===== config.mk =====
export PLATFORM = sky130hd
export DESIGN_NAME = wb_stage
export DESIGN_NICKNAME = d
export VERILOG_FILES = /design/src/rtl/wb_stage.sv
export SDC_FILE = /design/constraint.sdc
export NUM_CORES = 1
export LEC_CHECK = 0
export CAP_MARGIN = 20
export CORE_MARGIN = 4
export CORE_UTILIZATION = 50
export DETAILED_ROUTE_END_ITERATION = 16
export PLACE_DENSITY = 0.83
export RECOVER_POWER = 50
export SLEW_MARGIN = 30
export SYNTH_ARGS = -nofsm -noshare
export SYNTH_HDL_FRONTEND = slang
export SYNTH_SLANG_ARGS = --single-unit

===== constraint.sdc =====
create_clock -name clk -period 8.54 [get_ports clk]
set_input_delay 1.708 -clock clk [delete_from_list [all_inputs] [get_ports clk]]
set_output_delay 1.708 -clock clk [all_outputs]
set_load 0.1 [all_outputs]

===== src/rtl/wb_stage.sv =====
// Writeback stage: merges the unstalled ALU result stream with a small FIFO of
// formatted load results into the single register-file write port.
module wb_stage #(
    parameter int XLEN     = 32,
    parameter int LQ_DEPTH = 2
) (
    input  logic            clk,
    input  logic            rst_n,
    input  logic            alu_valid_i,
    input  logic [4:0]      alu_rd_idx_i,
    input  logic [XLEN-1:0] alu_wdata_i,
    input  logic            lsu_valid_i,
    output logic            lsu_ready_o,
    input  logic [4:0]      lsu_rd_idx_i,
    input  logic [XLEN-1:0] lsu_rdata_i,
    input  logic [1:0]      lsu_size_i,
    input  logic            lsu_unsigned_i,
    input  logic [1:0]      lsu_addr_lo_i,
    output logic            rd_en_o,
    output logic [4:0]      rd_idx_o,
    output logic [XLEN-1:0] rd_wdata_o,
    output logic [31:0]     pend_o
);

    localparam int PTR_W = $clog2(LQ_DEPTH);
    localparam int CNT_W = PTR_W + 1;
    localparam logic [CNT_W-1:0] FULL = CNT_W'(LQ_DEPTH);

    logic [4:0]      q_idx  [LQ_DEPTH];
    logic [XLEN-1:0] q_data [LQ_DEPTH];
    logic [PTR_W-1:0] wr_ptr, rd_ptr;
    logic [CNT_W-1:0] count;

    logic [7:0]      ld_byte;
    logic [15:0]     ld_half;
    logic [XLEN-1:0] load_fmt;
    logic            push, pop, alu_sel;

    assign ld_byte = lsu_rdata_i[{lsu_addr_lo_i, 3'b000} +: 8];
    assign ld_half = lsu_rdata_i[{lsu_addr_lo_i[1], 4'b0000} +: 16];

    always_comb begin
        load_fmt = lsu_rdata_i;
        case (lsu_size_i)
            2'b00:   load_fmt = {{(XLEN-8){~lsu_unsigned_i & ld_byte[7]}}, ld_byte};
            2'b01:   load_fmt = {{(XLEN-16){~lsu_unsigned_i & ld_half[15]}}, ld_half};
            default: load_fmt = lsu_rdata_i;
        endcase
    end

    // Loads to x0 are still handshaken so the LSU never stalls on them.
    assign lsu_ready_o = (count != FULL);
    assign push        = lsu_valid_i & lsu_ready_o & (lsu_rd_idx_i != 5'd0);
    assign alu_sel     = alu_valid_i & (alu_rd_idx_i != 5'd0);
    assign pop         = ~alu_sel & (count != '0);

    // An entry is live when its distance from the read pointer is below count.
    always_comb begin
        logic [PTR_W-1:0] offs;
        pend_o = '0;
        for (int i = 0; i < LQ_DEPTH; i++) begin
            offs = PTR_W'(i) - rd_ptr;
            if (CNT_W'(offs) < count)
                pend_o[q_idx[i]] = 1'b1;
        end
        pend_o[0] = 1'b0;
    end

    always_ff @(posedge clk) begin
        if (push) begin
            q_idx[wr_ptr]  <= lsu_rd_idx_i;
            q_data[wr_ptr] <= load_fmt;
        end
    end

    always_ff @(posedge clk or negedge rst_n) begin
        if (!rst_n) begin
            wr_ptr     <= '0;
            rd_ptr     <= '0;
            count      <= '0;
            rd_en_o    <= 1'b0;
            rd_idx_o   <= '0;
            rd_wdata_o <= '0;
        end else begin
            if (push)
                wr_ptr <= wr_ptr + 1'b1;
            if (pop)
                rd_ptr <= rd_ptr + 1'b1;
            if (push && !pop)
                count <= count + 1'b1;
            else if (pop && !push)
                count <= count - 1'b1;

            rd_en_o <= alu_sel | pop;
            if (alu_sel) begin
                rd_idx_o   <= alu_rd_idx_i;
                rd_wdata_o <= alu_wdata_i;
            end else if (pop) begin
                rd_idx_o   <= q_idx[rd_ptr];
                rd_wdata_o <= q_data[rd_ptr];
            end
        end
    end

endmodule


* Yosys cells after proc, flatten, opt, wreduce, memory -nomap -nowiden *
Memory sizes are Yosys's and may differ from the RTL's.
Cells that the tools add are included.

cells by class
  add/subtract/negate cells = 6
  shift-type cells = 2
  multiplexer cells = 15
  reduce and logical (&&, ||, !) cells = 12
  eq/ne operators = 2
  $lt $le $gt $ge = 6
  bitwise operators = 10

operators with widths
  kind                 number
  $mux 32              4
  $pmux 32 s2          1
  $or 32x32->32        1
  $shiftx 32x6->16     1
  $shiftx 32x6->8      1
  $lt 5x6->1 const B   2
  $demux 1 s5          2
  $ge 5x1->1 const B   2
  $mux 5               2
  $reduce_bool 5->1    2
  $and 1x1->1          6
  $reduce_bool 2->1    3
  $logic_and 1x1->1    4
  $lt 1x2->1           2
  $mux 1               4
  $mux 2               2
  $add 1x1->1 const B  2
  $add 2x1->2 const B  1
  $eq 2x1->1 const B   1
  $logic_not 1->1      2
  $logic_not 2->1      1
  $ne 2x2->1 const B   1
  $not 1->1            2
  $sub 1x1->1 const A  2
  other kinds (2)      2

word-level totals
  bits of input ports = 83
  memories kept = 2
  logic and storage cells = 61
  bits in writable memories = 74
  register bits = 42

memories
  name    words  bits a word  rd ports  clocked after Yosys merged registers in  write ports  line  source
  q_data  2      32           1         0                                        1            30    logic [XLEN-1:0] q_data [LQ_DEPTH];
  q_idx   2      5            3         0                                        1            29    logic [4:0] q_idx [LQ_DEPTH];

* Longest topological paths before layout *
Gate-level depths: netlist of run 1.
An unclocked memory read counts as a cell.

  depth in word-level cells = 8
  mapped depth = 8
  gate-level depth less buffers = 7

* Worst setup path after synthesis of run 1 *
No wires, ideal clock.

  path kind = reg2out
  start point = register rd_ptr
  end point = output pend_o[10]
  required time = 6832 ps
  stages on the path, launching flop included = 6
  arrival time = 2691 ps
  path buffers = 1
  path slack = 4141 ps
  cell sequence = dfrtp_1 > and2b_1 > nor2_1 > or3b_2 > clkbuf_1 > o22ai_1

between the ends
  cells in the longest elaborated chain, start to end = 5

RTL lines
  element                   line  source
  start: declaration        31    logic [PTR_W-1:0] wr_ptr, rd_ptr;
  start signal: assignment  88    rd_ptr <= rd_ptr + 1'b1;
  $sub 1x1->1               62    offs = PTR_W'(i) - rd_ptr;
  $lt 1x2->1                63    if (CNT_W'(offs) < count)
  $mux 32                   63
  $or 32x32->32 (no line)   -
  $mux 32 (*)               63
  end: declaration          22    output logic [31:0] pend_o

Mark *: on every way between the ends. The rest lies on a longest branch, timed or not.

* Worst setup path in the final report of run 1 *
  start point = register count[0]
  end point = output pend_o[29]

between the ends
  cells in the longest elaborated chain, start to end = 4

RTL lines
  element                   line  source
  start: declaration        32    logic [CNT_W-1:0] count;
  start signal: assignment  90    count <= count + 1'b1;
  start signal: assignment  92    count <= count - 1'b1;
  $lt 1x2->1                63
  $mux 32                   63
  $or 32x32->32 (no line)   -
  $mux 32 (*)               63

Marks and branches as above.

==> flow_summary.ini, run 1 <==
[die]
dieWidth_um = 114
core_um2 = 10900
die_y_um = 114
ios = 154
dieArea_um2 = 13000
rows = 38
initial_core_util_pct = 51.5

[outcome]
violations = capacitance limit, slew limit
outcome = finished, violations left

[power_and_ir_drop]
peakVddDrop_v = 0.000225
intPower_w = 0.00155
cellLeakagePower_nw = 3.01
p_comb_share_pct = 46.6
p_switching_w = 0.00131
pwr-share-seq_pct = 30.0
clkPwrFrac_pct = 23.4
powerDensity_nw_per_um2 = 370
switching_share_pct = 45.8

[timing]
hold_violations = 0
hold-worst-slack_ps = 516
worstMarginPinSlew_ps = 2540
finalSetupViolations = 0
slew_headroom_pct = -69.5
tns_ps = 0
layout_min_cycle_time_ps = 4980
rsz0062_at_grt = false
layout_worst_path_cycle_share_pct = 58.3
fin_skew_ps = 8.86
fmaxAchievable_mhz = 201
slew_viol_final = 115

[min_path]
hold_class = register to register
min_from = wr_ptr
min_to = wr_ptr
hold_depth = 1

[detailed_routing]
ant_nets = 0
num_vias = 4746
viasPerCell = 5.72
drcViolationCount = 0
routed_wl_um = 15500
firstDrtPassIters = 7
post_drt_wl_per_cell_um = 18.7
initialDrtViolationCount = 440

[logic_synthesis]
synthCells = 541
synth_fp_nets = 625
synth_top_family_by_area = simple AND/OR/NAND/NOR gates
seq_area_frac_synth_pct = 58.3
synth_edf_count = 74
netlist.area_leader.share_pct = 39.6
yosys.area_share.simple_pct = 14.7
syn-cell-area_um2 = 5610
synth_xor_area_share_pct = 0.914
synth-async-reset-ratio_pct = 36.2
ys_ff_latch = 116
ys_warn_count = 0
synth_top_cell_by_area = edfxtp_1
synth_compound_area_share_pct = 14.3
synth.area.top_cells = edfxtp_1 40%, dfrtp_1 19%, mux2i_1 7.0%
synthFlopType = edfxtp_1
synth_mux_area_share_pct = 7.96
synth_cell_types = 39
synth_fa_ha_area_share_pct = 0.223
avgSynthCellArea_um2 = 10.4

[worst_setup_path]
cp_num_cells = 5
end_kind = output pin
crit_path_top_delay_cell = clkdlybuf4s50_1
r2r_slack_ps = 5060
path_buf_inv = 1
timing.rr.start = count[0]
worst_setup_path_start_kind = register
crit_type = register to output pin
cp_slowest_stage_delay_ps = 1180
critPathTopFamily = buffers and inverters
rr_endpoint = q_data[0][8]
worst_r2r_path_depth = 4
critPathRequiredTime_ps = 6830
crit_arrival_ps = 3270
crit_fanout = 8
path_cells = and2b_1 > nor2_1 > or3b_2 > o22ai_1 > clkdlybuf4s50_1

[cts]
path_clk_slew_ps = 60
cts_htree_levels = 4
ctsHoldBuffers = 0
cts.sink_count = 116
cts_tree = built
postCtsResizedCells = 0
post_cts_buffers = 0
cts_root_buf = clkbuf_8
clk_latency_ps = 510
cts_made_buffers = 17
clockBufferDepth = 2

[place]
portBuffers = 152
gp_congestion = 0.939
dp_hpwl_um = 10900

[finish]
synthToLayoutAreaGrowth_pct = 37.8
antenna_cells = 0
layout-drive-gt1-share_pct = 6.67
fillers = 815
nets = 761

[grt]
gr-usage-all-layers_pct = 23.8
grt_first_pass_wirelength_um = 24000
antenna_found_initial = 0
overflow = 0
grt_max_degree = 77
grt_pass1_vias = 4763

[run]
maxCapViolations = 2
[power groups by stage]
stage	clock [W]	sequential [W]	combinational, W
floorplan	0	0.00128	0.000583
global placement	0	0.000856	0.00131
detailed placement	0	0.000864	0.00134
CTS	0.000679	0.000857	0.00135
global route	0.000708	0.000873	0.00141
finish	0.000672	0.000859	0.00133
[worst max path at each step]
| stage | from | endpoint |
|---|---|---|
| 3_5_place_dp | count[0] | pend_o[29] |
| 5_1_grt | alu_rd_idx_i[3] | count[1] |
| 6_report | count[0] | pend_o[29] |
| 3_3_place_gp | lsu_addr_lo_i[1] | q_data[0][16] |
| 4_1_cts | count[0] | pend_o[29] |
| 2_1_floorplan | rd_ptr | pend_o[10] |
[placed cells by master, fill, tap and decap left out, drive strengths merged, types with 2 or more instances in the layout]
master         synthesis  layout
edfxtp                74      74
inv                    1       2
nand2b                 8       8
nand3                  2       2
a221o                  5       5
clkinv                 0       6
mux2i                 39      39
o22ai                 31      31
xnor2                  3       3
a22oi                  2       2
clkinvlp               0       2
nor2b                  5       5
buf                   17       5
or3b                   5       5
or4                    2       2
dfrtp                 42      42
clkdlybuf4s50          0     143
nand3b                 7       7
dlygate4sd3            0       8
nor2                  49      49
and2                   2       2
o21ai                 46      46
mux2                   5       5
o211ai                 3       3
xor2                   2       2
a21oi                 54      54
nand2                 99      99
bufinv                 0       2
or3                    4       4
clkbuf                25      24
[worst reg2reg max path, cell delays in order (launching register included)]
cell,delay (ps)
dfrtp_1,520
nand2b_1,220
o211ai_1,200
nor2_1,1140
clkbuf_1,990
[sequential cells by signal, indices dropped and copies added (netlist names)]
register,count
q_idx,10
wr_ptr,1
rd_idx_o,5
count,2
rd_en_o,1
q_data,64
rd_ptr,1
rd_wdata_o,32
[cell type report]
type | instances | area (µm²) | area share (%)
Clock buffer | 21 | 439 | 5.68
Clock inverter | 11 | 128 | 1.65
Inverter | 1 | 3.75 | 0.0485
Sequential cell | 116 | 3270 | 42.3
Timing Repair Buffer | 159 | 1560 | 20.2
Multi-Input combinational cell | 382 | 2150 | 27.8
Tap cell | 140 | 175 | 2.27
[per-layer routing]
layer / GRT usage, % / wire (µm) / up-vias / share of wire [%]
li1: - / - / 2217 / -
met1: 30.2 / 6410 / 2300 / 41
met2: 40.3 / 7740 / 207 / 50
met3: 5.89 / 1130 / 22 / 7.3
met4: 7.44 / 227 / 0 / 1.5
met5: 0 / 0 / - / 0
[Yosys cell counts (5+ instances only)]
library cell,n
nand2_1,99
edfxtp_1,74
a21oi_1,54
nor2_1,49
o21ai_0,46
dfrtp_1,42
mux2i_1,39
o22ai_1,31
clkbuf_1,22
buf_2,10
nand2b_1,8
nand3b_1,7
a221o_1,5
mux2_2,5
nor2b_1,5
or3b_2,5
[cells by family after synthesis]
logic type	count (synthesis)
compound gates	144
xor+xnor	5
fa+ha+maj	1
buf+inv	43
flops	116
mux	44
other cells	1
simple gates	187
[stage by stage]
stage / util [%] / instances / total power [W] / cell area [µm²] / setup WS [ps]
2_1_floorplan: - / 541 / 0.00186 / 5610 / 4140
3_3_place_gp: 65.8 / 795 / 0.00217 / 7160 / 4120
3_5_place_dp: 66.2 / 798 / 0.00220 / 7200 / 4140
4_1_cts: 71.4 / 830 / 0.00289 / 7770 / 3550
5_1_grt: 71.0 / 830 / 0.00299 / 7730 / 3300
6_report: 71.0 / 830 / 0.00286 / 7730 / 3560
(Power assumes the default switching activity.)
==> run 2: changes to the inputs <==
--- a/config.mk
+++ b/config.mk
@@ -7,9 +7,9 @@
 export LEC_CHECK = 0
 export CAP_MARGIN = 20
 export CORE_MARGIN = 4
-export CORE_UTILIZATION = 50
+export CORE_UTILIZATION = 44
 export DETAILED_ROUTE_END_ITERATION = 16
-export PLACE_DENSITY = 0.83
+export PLACE_DENSITY = 0.77
 export RECOVER_POWER = 50
 export SLEW_MARGIN = 30
 export SYNTH_ARGS = -nofsm -noshare
==> constraint.sdc (replaced) <==
create_clock -name clk -period 4.57 [get_ports clk]
set_input_delay 0.914 -clock clk [delete_from_list [all_inputs] [get_ports clk]]
set_output_delay 0.914 -clock clk [all_outputs]
set_load 0.1 [all_outputs]
==> run 2 against run 1 <==
Net effect:
- the run still ends with capacitance limit, slew limit left
- first-iteration DRC count is 16% lower
- combinational power increased by 83%
- utilization shrank 7.6 points
- setup slack got worse by 2900 ps
- clock skew grew 3.1 ps
- global-route usage fell by 4.5 points
- sequential share of layout area fell by 0.21 points
- wire length is 8.0% lower
- clock power is 110% higher
- sequential power grew 89%
- largest cell class unchanged
==> flow_summary.ini, run 2 (same netlist as run 1, synthesis figures left out) <==
[power_and_ir_drop]
cellLeakagePower_nw = 3.09
clkPwrFrac_pct = 25.8
peakVddDrop_v = 0.000285
pwr-share-seq_pct = 29.7
intPower_w = 0.00303
switching_share_pct = 44.6
powerDensity_nw_per_um2 = 703
p_switching_w = 0.00244
p_comb_share_pct = 44.5

[grt]
grt_first_pass_wirelength_um = 22300
grt_pass1_vias = 4477
overflow = 0
gr-usage-all-layers_pct = 19.3
grt_max_degree = 71
antenna_found_initial = 0

[die]
die_y_um = 121
core_um2 = 12300
dieArea_um2 = 14600
rows = 40
initial_core_util_pct = 45.8
dieWidth_um = 121
ios = 154

[timing]
fin_skew_ps = 12.0
worstMarginPinSlew_ps = 2440
rsz0062_at_grt = false
layout_worst_path_cycle_share_pct = 85.2
hold_violations = 0
layout_min_cycle_time_ps = 3890
hold-worst-slack_ps = 493
tns_ps = 0
finalSetupViolations = 0
slew_headroom_pct = -63.0
slew_viol_final = 114
fmaxAchievable_mhz = 257

[cts]
cts_made_buffers = 17
clk_latency_ps = 400
clockBufferDepth = 2
ctsHoldBuffers = 0
post_cts_buffers = 0
path_clk_slew_ps = 60
cts_root_buf = clkbuf_16
cts.sink_count = 116
cts_htree_levels = 4
cts_tree = built
postCtsResizedCells = 0

[worst_setup_path]
crit_fanout = 15
crit_type = register to output pin
crit_arrival_ps = 2980
worst_setup_path_start_kind = register
critPathRequiredTime_ps = 3660
end_kind = output pin

[finish]
postLayoutCoreUtil_pct = 63.4
nets = 760
antenna_cells = 0
final_common_cell = clkdlybuf4s50_1
largest_reg_flops = 64
top_regs = q_data: 64 flops, rd_wdata_o: 32 flops, q_idx: 10 flops
finalInstanceArea_um2 = 7770
layout-drive-gt1-share_pct = 10.3
top_register = q_data
synthToLayoutAreaGrowth_pct = 38.5
layout_common_cells = 119 x clkdlybuf4s50_1, 99 x nand2_1, 74 x edfxtp_1

[place]
dp_hpwl_um = 10200
portBuffers = 152
gp_congestion = 0.860
dpl_cell_area_um2 = 7170

[detailed_routing]
initialDrtViolationCount = 370
viasPerCell = 5.38
num_vias = 4610
firstDrtPassIters = 5
ant_nets = 0
post_drt_wl_per_cell_um = 16.6
drcViolationCount = 0
routed_wl_um = 14300

[outcome]
outcome = finished, violations left
violations = capacitance limit, slew limit

[min_path]
hold_class = register to register

[run]
maxCapViolations = 2
[run 2: cell types whose count changed in the layout (fill, tap and decap cells not counted)]
cell	delta
and2_4	-1
clkdlybuf4s50_1	-24
bufinv_16	+1
clkinvlp_4	-1
clkbuf_8	-2
clkinv_1	-1
buf_4	+22
inv_6	+3
clkinv_4	-1
clkbuf_16	+3
clkbuf_1	-1
and2_2	+1
[run 2: stage by stage]
step           instances  total power (W)  setup WS, ps
3_5_place_dp         825          0.00410          1100
5_1_grt              857          0.00571           334
6_report             857          0.00547           676
3_3_place_gp         824          0.00405          1100
2_1_floorplan        541          0.00348           965
4_1_cts              857          0.00552           661
[run 2: area by class of cell]
cell class	count	area [µm²]
Sequential cell	116	3270
Multi-Input combinational cell	382	2150
Clock buffer	20	479
Inverter	1	3.75
Clock inverter	12	164
Fill cell	1005	4490
Timing Repair Buffer	158	1490
Tap cell	168	210
[run 2: final timing paths]
check                              start       endpoint  slack [ps]  cells past startpoint
worst max register to register  count[0]  q_data[0][18]        1300                      4
max in group asynchronous          rst_n         rd_ptr        1760                      1
min in group asynchronous          rst_n  rd_wdata_o[1]        1250                      1
worst min-delay path              wr_ptr         wr_ptr         490                      1
worst max-delay path              rd_ptr     pend_o[15]         680                      4
worst min register to register    wr_ptr         wr_ptr         490                      1
[run 2: routing by layer]
metal / vias to the layer above / wire length, µm / global-route usage [%]
met2: 190 / 6870 / 32.4
met5: - / 0 / 0
met3: 11 / 883 / 4.15
met4: 0 / 164 / 6.44
met1: 2187 / 6350 / 24.8
li1: 2222 / - / -
[run 2: power groups by stage]
stage	Clock, W	Sequential [W]	Combinational (W)
final	0.00141	0.00162	0.00243
after global routing	0.00148	0.00166	0.00257
after CTS	0.00143	0.00162	0.00247
after detailed placement	0	0.00164	0.00246
after global placement	0	0.00163	0.00242
after floorplan	0	0.00239	0.00109
[run 2: worst max-delay path, cell delays in order (launching register included)]
cell and delay [ps]:
dfrtp_2 590, and2b_1 240, o211ai_1 550, o22ai_1 200, clkdlybuf4s50_1 1000
